**src/rtl/hdr_exposure_sequencer.sv**
```systemverilog
// HDR exposure bracketing controller: switches sensor AEC off, programs a
// low/mid/high exposure per trigger over SCCB and tags the DDR slot of each frame.
module hdr_exposure_sequencer #(
    parameter logic [15:0] EXP_LO      = 16'h0040,
    parameter logic [15:0] EXP_MID     = 16'h0100,
    parameter logic [15:0] EXP_HI      = 16'h0400,
    parameter logic [15:0] ACK_TIMEOUT = 16'd50000
) (
    input  logic       p_clk,
    input  logic       rst_n,
    input  logic       hdr_en,
    input  logic       take_pic,
    input  logic       change_exp,
    input  logic       frame_done,
    input  logic [2:0] last_frame,
    input  logic       sccb_ack,
    output logic       sccb_req,
    output logic [7:0] sccb_addr,
    output logic [7:0] sccb_data,
    output logic [1:0] exp_idx,
    output logic [2:0] slot_lo,
    output logic [2:0] slot_mid,
    output logic [2:0] slot_hi,
    output logic       bracket_done,
    output logic       cfg_error,
    output logic       busy
);

    typedef enum logic [2:0] {
        ST_IDLE       = 3'd0,
        ST_AEC_OFF    = 3'd1,
        ST_WAIT_TRIG  = 3'd2,
        ST_WR_AECHH   = 3'd3,
        ST_WR_AECH    = 3'd4,
        ST_WR_COM1    = 3'd5,
        ST_WAIT_FRAME = 3'd6,
        ST_AEC_ON     = 3'd7
    } state_t;

    state_t      state_q, state_d;
    logic        req_q, req_d;
    logic [7:0]  addr_q, addr_d;
    logic [7:0]  data_q, data_d;
    logic [1:0]  idx_q, idx_d;
    logic [2:0]  slot_lo_q, slot_lo_d;
    logic [2:0]  slot_mid_q, slot_mid_d;
    logic [2:0]  slot_hi_q, slot_hi_d;
    logic        bd_q, bd_d;
    logic        err_q, err_d;
    logic        busy_q, busy_d;
    logic [15:0] tmo_q, tmo_d;
    logic        off_pend_q, off_pend_d;
    logic        tp_pend_q, tp_pend_d;
    logic        off_now_s;
    logic        tp_now_s;
    logic        exp_wr_s;

    function automatic logic [15:0] exp_value(input logic [1:0] idx);
        logic [15:0] v;
        case (idx)
            2'd0:    v = EXP_LO;
            2'd1:    v = EXP_MID;
            2'd2:    v = EXP_HI;
            default: v = EXP_LO;
        endcase
        return v;
    endfunction

    function automatic logic [7:0] wr_addr(input state_t st);
        logic [7:0] a;
        case (st)
            ST_AEC_OFF:  a = 8'h13;
            ST_AEC_ON:   a = 8'h13;
            ST_WR_AECHH: a = 8'h07;
            ST_WR_AECH:  a = 8'h10;
            ST_WR_COM1:  a = 8'h04;
            default:     a = 8'h00;
        endcase
        return a;
    endfunction

    function automatic logic [7:0] wr_data(input state_t st, input logic [15:0] e);
        logic [7:0] d;
        case (st)
            ST_AEC_OFF:  d = 8'hE0;
            ST_AEC_ON:   d = 8'hE7;
            ST_WR_AECHH: d = {2'b00, e[15:10]};
            ST_WR_AECH:  d = e[9:2];
            ST_WR_COM1:  d = {6'b000000, e[1:0]};
            default:     d = 8'h00;
        endcase
        return d;
    endfunction

    function automatic state_t next_after_write(input state_t st);
        state_t n;
        case (st)
            ST_AEC_OFF:  n = ST_WAIT_TRIG;
            ST_WR_AECHH: n = ST_WR_AECH;
            ST_WR_AECH:  n = ST_WR_COM1;
            ST_WR_COM1:  n = ST_WAIT_FRAME;
            ST_AEC_ON:   n = ST_IDLE;
            default:     n = ST_IDLE;
        endcase
        return n;
    endfunction

    // Shutdown or restart requests stay pending until any in-flight SCCB write ends.
    assign off_now_s = off_pend_q | ~hdr_en;
    assign tp_now_s  = tp_pend_q | take_pic;
    assign exp_wr_s  = (state_q == ST_WR_AECHH) || (state_q == ST_WR_AECH) ||
                       (state_q == ST_WR_COM1);

    // Next-state, SCCB handshake, slot tagging and bracket bookkeeping.
    always_comb begin
        state_d    = state_q;
        req_d      = req_q;
        addr_d     = addr_q;
        data_d     = data_q;
        idx_d      = idx_q;
        slot_lo_d  = slot_lo_q;
        slot_mid_d = slot_mid_q;
        slot_hi_d  = slot_hi_q;
        bd_d       = 1'b0;
        err_d      = err_q;
        tmo_d      = 16'd0;
        off_pend_d = off_pend_q;
        tp_pend_d  = tp_pend_q;

        if (take_pic) begin
            idx_d      = 2'd0;
            slot_lo_d  = 3'd0;
            slot_mid_d = 3'd0;
            slot_hi_d  = 3'd0;
            if (exp_wr_s || (state_q == ST_AEC_OFF)) begin
                tp_pend_d = 1'b1;
            end else begin
                tp_pend_d = tp_pend_q;
            end
        end else begin
            tp_pend_d = tp_pend_q;
        end

        if (!hdr_en && (state_q != ST_IDLE) && (state_q != ST_AEC_ON)) begin
            idx_d      = 2'd0;
            off_pend_d = 1'b1;
        end else begin
            off_pend_d = off_pend_q;
        end

        case (state_q)
            ST_IDLE: begin
                if (hdr_en) begin
                    state_d = ST_AEC_OFF;
                end else begin
                    state_d = ST_IDLE;
                end
            end

            ST_WAIT_TRIG: begin
                if (off_now_s) begin
                    state_d = ST_AEC_ON;
                end else if (take_pic) begin
                    state_d = ST_WAIT_TRIG;
                end else if (change_exp) begin
                    state_d = ST_WR_AECHH;
                end else begin
                    state_d = ST_WAIT_TRIG;
                end
            end

            ST_WAIT_FRAME: begin
                if (off_now_s) begin
                    state_d = ST_AEC_ON;
                end else if (take_pic) begin
                    state_d = ST_WAIT_TRIG;
                end else if (frame_done) begin
                    case (idx_q)
                        2'd0:    slot_lo_d  = last_frame;
                        2'd1:    slot_mid_d = last_frame;
                        2'd2:    slot_hi_d  = last_frame;
                        default: slot_lo_d  = slot_lo_q;
                    endcase
                    if (idx_q == 2'd2) begin
                        bd_d  = 1'b1;
                        idx_d = 2'd0;
                    end else begin
                        idx_d = idx_q + 2'd1;
                    end
                    state_d = ST_WAIT_TRIG;
                end else begin
                    state_d = ST_WAIT_FRAME;
                end
            end

            ST_AEC_OFF, ST_WR_AECHH, ST_WR_AECH, ST_WR_COM1, ST_AEC_ON: begin
                // req_q low here means the write has not been issued yet, so an
                // abort can skip it; this also guarantees a req-low gap between writes.
                if (!req_q) begin
                    if ((state_q != ST_AEC_ON) && off_now_s) begin
                        state_d = ST_AEC_ON;
                    end else if (exp_wr_s && tp_now_s) begin
                        state_d = ST_WAIT_TRIG;
                    end else begin
                        req_d  = 1'b1;
                        addr_d = wr_addr(state_q);
                        data_d = wr_data(state_q, exp_value(idx_q));
                    end
                end else if (sccb_ack) begin
                    req_d = 1'b0;
                    if (state_q == ST_AEC_ON) begin
                        state_d = ST_IDLE;
                    end else if (off_now_s) begin
                        state_d = ST_AEC_ON;
                    end else if (tp_now_s) begin
                        state_d = ST_WAIT_TRIG;
                    end else begin
                        state_d = next_after_write(state_q);
                    end
                end else if (tmo_q == (ACK_TIMEOUT - 16'd1)) begin
                    req_d   = 1'b0;
                    err_d   = 1'b1;
                    state_d = ST_IDLE;
                end else begin
                    tmo_d = tmo_q + 16'd1;
                end
            end

            default: begin
                state_d = ST_IDLE;
                req_d   = 1'b0;
            end
        endcase

        if ((state_d == ST_IDLE) || (state_d == ST_AEC_ON)) begin
            off_pend_d = 1'b0;
        end else begin
            off_pend_d = off_pend_d;
        end
        if ((state_d == ST_IDLE) || (state_d == ST_WAIT_TRIG)) begin
            tp_pend_d = 1'b0;
        end else begin
            tp_pend_d = tp_pend_d;
        end

        busy_d = !((state_d == ST_IDLE) || (state_d == ST_WAIT_TRIG));
    end

    // State and output registers with synchronous active-low reset.
    always_ff @(posedge p_clk) begin
        if (!rst_n) begin
            state_q    <= ST_IDLE;
            req_q      <= 1'b0;
            addr_q     <= 8'h00;
            data_q     <= 8'h00;
            idx_q      <= 2'd0;
            slot_lo_q  <= 3'd0;
            slot_mid_q <= 3'd0;
            slot_hi_q  <= 3'd0;
            bd_q       <= 1'b0;
            err_q      <= 1'b0;
            busy_q     <= 1'b0;
            tmo_q      <= 16'd0;
            off_pend_q <= 1'b0;
            tp_pend_q  <= 1'b0;
        end else begin
            state_q    <= state_d;
            req_q      <= req_d;
            addr_q     <= addr_d;
            data_q     <= data_d;
            idx_q      <= idx_d;
            slot_lo_q  <= slot_lo_d;
            slot_mid_q <= slot_mid_d;
            slot_hi_q  <= slot_hi_d;
            bd_q       <= bd_d;
            err_q      <= err_d;
            busy_q     <= busy_d;
            tmo_q      <= tmo_d;
            off_pend_q <= off_pend_d;
            tp_pend_q  <= tp_pend_d;
        end
    end

    assign sccb_req     = req_q;
    assign sccb_addr    = addr_q;
    assign sccb_data    = data_q;
    assign exp_idx      = idx_q;
    assign slot_lo      = slot_lo_q;
    assign slot_mid     = slot_mid_q;
    assign slot_hi      = slot_hi_q;
    assign bracket_done = bd_q;
    assign cfg_error    = err_q;
    assign busy         = busy_q;

endmodule

```
**config.mk**
```make
export PLATFORM = sky130hd
export DESIGN_NAME = hdr_exposure_sequencer
export DESIGN_NICKNAME = d
export VERILOG_FILES = /design/src/rtl/hdr_exposure_sequencer.sv
export SDC_FILE = /design/constraint.sdc
export NUM_CORES = 1
export LEC_CHECK = 0
export ABC_AREA = 0
export BUFFER_PORTS_ARGS = -buffer_cell sky130_fd_sc_hd__buf_4
export CAP_MARGIN = 20
export CORE_MARGIN = 5
export CORE_UTILIZATION = 40
export CTS_CLUSTER_SIZE = 24
export DETAILED_ROUTE_END_ITERATION = 8
export PLACE_DENSITY = 0.72
export SYNTH_ARGS = -nofsm -noshare
export SYNTH_HDL_FRONTEND = slang
export SYNTH_SLANG_ARGS = --single-unit
```
**constraint.sdc**
```tcl
create_clock -name p_clk -period 4.9 [get_ports p_clk]
set_input_delay 1.47 -clock p_clk [delete_from_list [all_inputs] [get_ports p_clk]]
set_output_delay 1.47 -clock p_clk [all_outputs]
set_load 0.05 [all_outputs]
```
==> impl_metrics.toml <==
[status]
status = "finished, final reports clean"

[sta]
relSlewSlack_pct = 56.0
worst_slack_ns = 2.04
fmax_ghz = 0.349
worstMarginPinSlew_ns = 0.659
finClkSkew_ns = 0.00637
setup_tns_ns = 0
setup_viol = 0
finalCriticalPeriod_ns = 2.86
hold_viol_final = 0
rsz0062_at_grt = "false"
slew_violations = 0
post-route-period-util_pct = 58.4

[global_routing]
grt_pass1_wl_um = 8300
grt-ovfl-total = 0
antenna_found_initial = 0
grt_pass1_vias = 1721
grt_max_degree = 21
grtUsageTotal_pct = 14.3

[power_and_ir_drop]
powerDensity_nw_per_um2 = 462
vdd_drop_max_uv = 201
finalPower_mw = 1.18
leakagePower_nw = 1.03

[route]
drt_iter0_drc = 270
ant_nets = 0
wl_per_cell_um = 13.9
wl_um = 4900
route.detailed.drc = 0
num_vias = 1843
firstDrtPassIters = 4
viasPerCell = 5.24

[finish]
diodes = 0
fill_cells = 544
finalNetCount = 297
syn2layout_area_growth_pct = 16.2
final_cells = 352
stdcell_area_um2 = 2550
drive_gt1_share_pct = 17.9

[die]
core_area_um2 = 5410
die_h_um = 84.0
die_w_um = 84.0
dieArea_um2 = 7060
start_util_pct = 40.5
rows = 27
io_pins = 41

[placement]
dpl.cell_count = 346
place_ws_ns = 1.83
port_buffers = 35
hpwl_um = 3520
gp_congestion = 0.927
postPlaceCellArea_um2 = 2450

[flow_run]
drv_cap = 0

[yosys]
synth_cell_types = 49
synth_seq_area_share_pct = 40.2
synth-seq-cells = 44
syn_avg_cell_area_um2 = 8.66
synthFlopType = "dfxtp_1"
netlist_area_um2 = 2190
synth_cells = 253
synth-async-reset-ratio_pct = 0
synth_edf_count = 0
yosysWarningCount = 0

[critical_path]
start_kind = "primary input"
cp_max_fo = 6
critPathKind = "primary input to flip-flop"
cp_data_arrival_time_ns = 3.05
required_ns = 5.09
end_kind = "flip-flop"

[min_path]
hold_path_class = "flip-flop to flip-flop"

[clock_tree]
postCtsResizedCells = 0
clkLatencyLatePin_ns = 0.30
cts_made_buffers = 5
cts_tree = "done"
cts_hold_buf = 0
clk_pin_slew_ns = 0.08
h-tree-depth = 2
cts_setup_buffers = 0
clock-sinks = 44
cts_buffer_depth = 2
clockRootBuffer = "clkbuf_8"
per-layer routing:
metal / routed length (um) / GRT usage [%]
met1: 2280 / 19.4
met2: 2080 / 20.6
met3: 413 / 4.64
met4: 125 / 5.99
met5: 0 / 0
through the flow:
step / utilization (%) / hold WS (ns)
3_5_place_dp: 45.3 / 0.441
2_1_floorplan: - / 0.413
4_1_cts: 47.1 / 0.459
3_3_place_gp: 45.3 / 0.427
6_report: 47.1 / 0.460
5_1_grt: 47.1 / 0.505
registers in the layout (all words and copies together) (netlist names), 2 cells and up:
signal / cells
exp_idx: 2
sccb_addr: 3
sccb_data: 5
slot_hi: 3
slot_lo: 3
slot_mid: 3
state_q: 3
tmo_q: 16
power breakdown:
part / internal [mW] / switching (mW) / total [mW] / leakage [nW]
sequential: 0.397 / 0.0787 / 0.476 / 0.356
clock: 0.146 / 0.118 / 0.264 / 0.0501
combinational: 0.148 / 0.289 / 0.437 / 0.621
total: 0.691 / 0.486 / 1.18 / 1.03
logic make-up (layout without fill, tap and decap cells):
logic type | after synthesis | in the layout | synth area share, %
simple gates | 108 | 108 | 24.6
compound gates | 43 | 43 | 14.6
other cells | 1 | 5 | 0.171
mux | 10 | 10 | 4.57
buf+inv | 26 | 49 | 6.45
flops | 44 | 44 | 40.2
xor+xnor | 15 | 15 | 6.00
fa+ha+maj | 6 | 6 | 3.43
cells in the final DEF (no fill, tap or decap), drive strengths merged, types with 5 or more instances in the layout:
master / n
nand2: 12
clkbuf: 5
conb: 5
xor2: 6
xnor2: 9
a21oi: 13
dfxtp: 44
ha: 6
inv: 8
mux2i: 10
o21ai: 9
nand3: 12
nand2b: 5
and3: 7
nor2: 48
buf: 35
Yosys cell counts (2+ instances only):
cell,n,area share [%]
inv_1,8,1.4
buf_2,2,0.46
nor4_1,2,0.57
a221oi_2,2,1.4
o21ai_0,9,2.1
nor3_1,4,0.91
clkbuf_1,6,1.0
nor2_1,48,8.2
nor2b_1,3,0.86
xor2_1,6,2.4
buf_4,9,3.1
xnor2_1,9,3.6
dfxtp_1,44,40
mux2i_1,10,4.6
and4_1,3,1.2
and4bb_2,2,1.1
nand2b_1,5,1.4
nand2_1,12,2.1
and2_1,3,0.86
and3_1,7,2.0
nand4_1,3,0.86
a21oi_1,13,3.0
nand3_1,12,2.7
ha_1,6,3.4
critical path, cell delays in order:
cell	delay, ns
buf_4	0.12
nor2b_1	0.18
a311o_1	0.31
a311oi_1	0.33
o22ai_1	0.19
o221a_1	0.27
a31o_1	0.18
worst paths after layout:
kind | startpoint | end | slack [ns] | depth (start not counted)
worst max-delay path | hdr_en | off_pend_q$_SDFFE_PP0P_ | 2.04 | 7
worst min-delay path | tmo_q[0]$_SDFF_PP0_ | tmo_q[0]$_SDFF_PP0_ | 0.46 | 1
worst max register to register | state_q[2]$_SDFF_PN0_ | off_pend_q$_SDFFE_PP0P_ | 2.47 | 6
worst min register to register | tmo_q[0]$_SDFF_PP0_ | tmo_q[0]$_SDFF_PP0_ | 0.46 | 1
cell type report:
| cell class | instances | area (um^2) | area share (%) |
|---|---|---|---|
| Multi-Input combinational cell | 187 | 1180 | 46.5 |
| Sequential cell | 44 | 881 | 34.6 |
| Timing Repair Buffer | 35 | 263 | 10.3 |
| Tap cell | 72 | 90.1 | 3.54 |
| Clock buffer | 5 | 68.8 | 2.70 |
| Clock inverter | 1 | 30.0 | 1.18 |
| Inverter | 8 | 30.0 | 1.18 |
No activity file was read; power rests on OpenSTA's default activity.
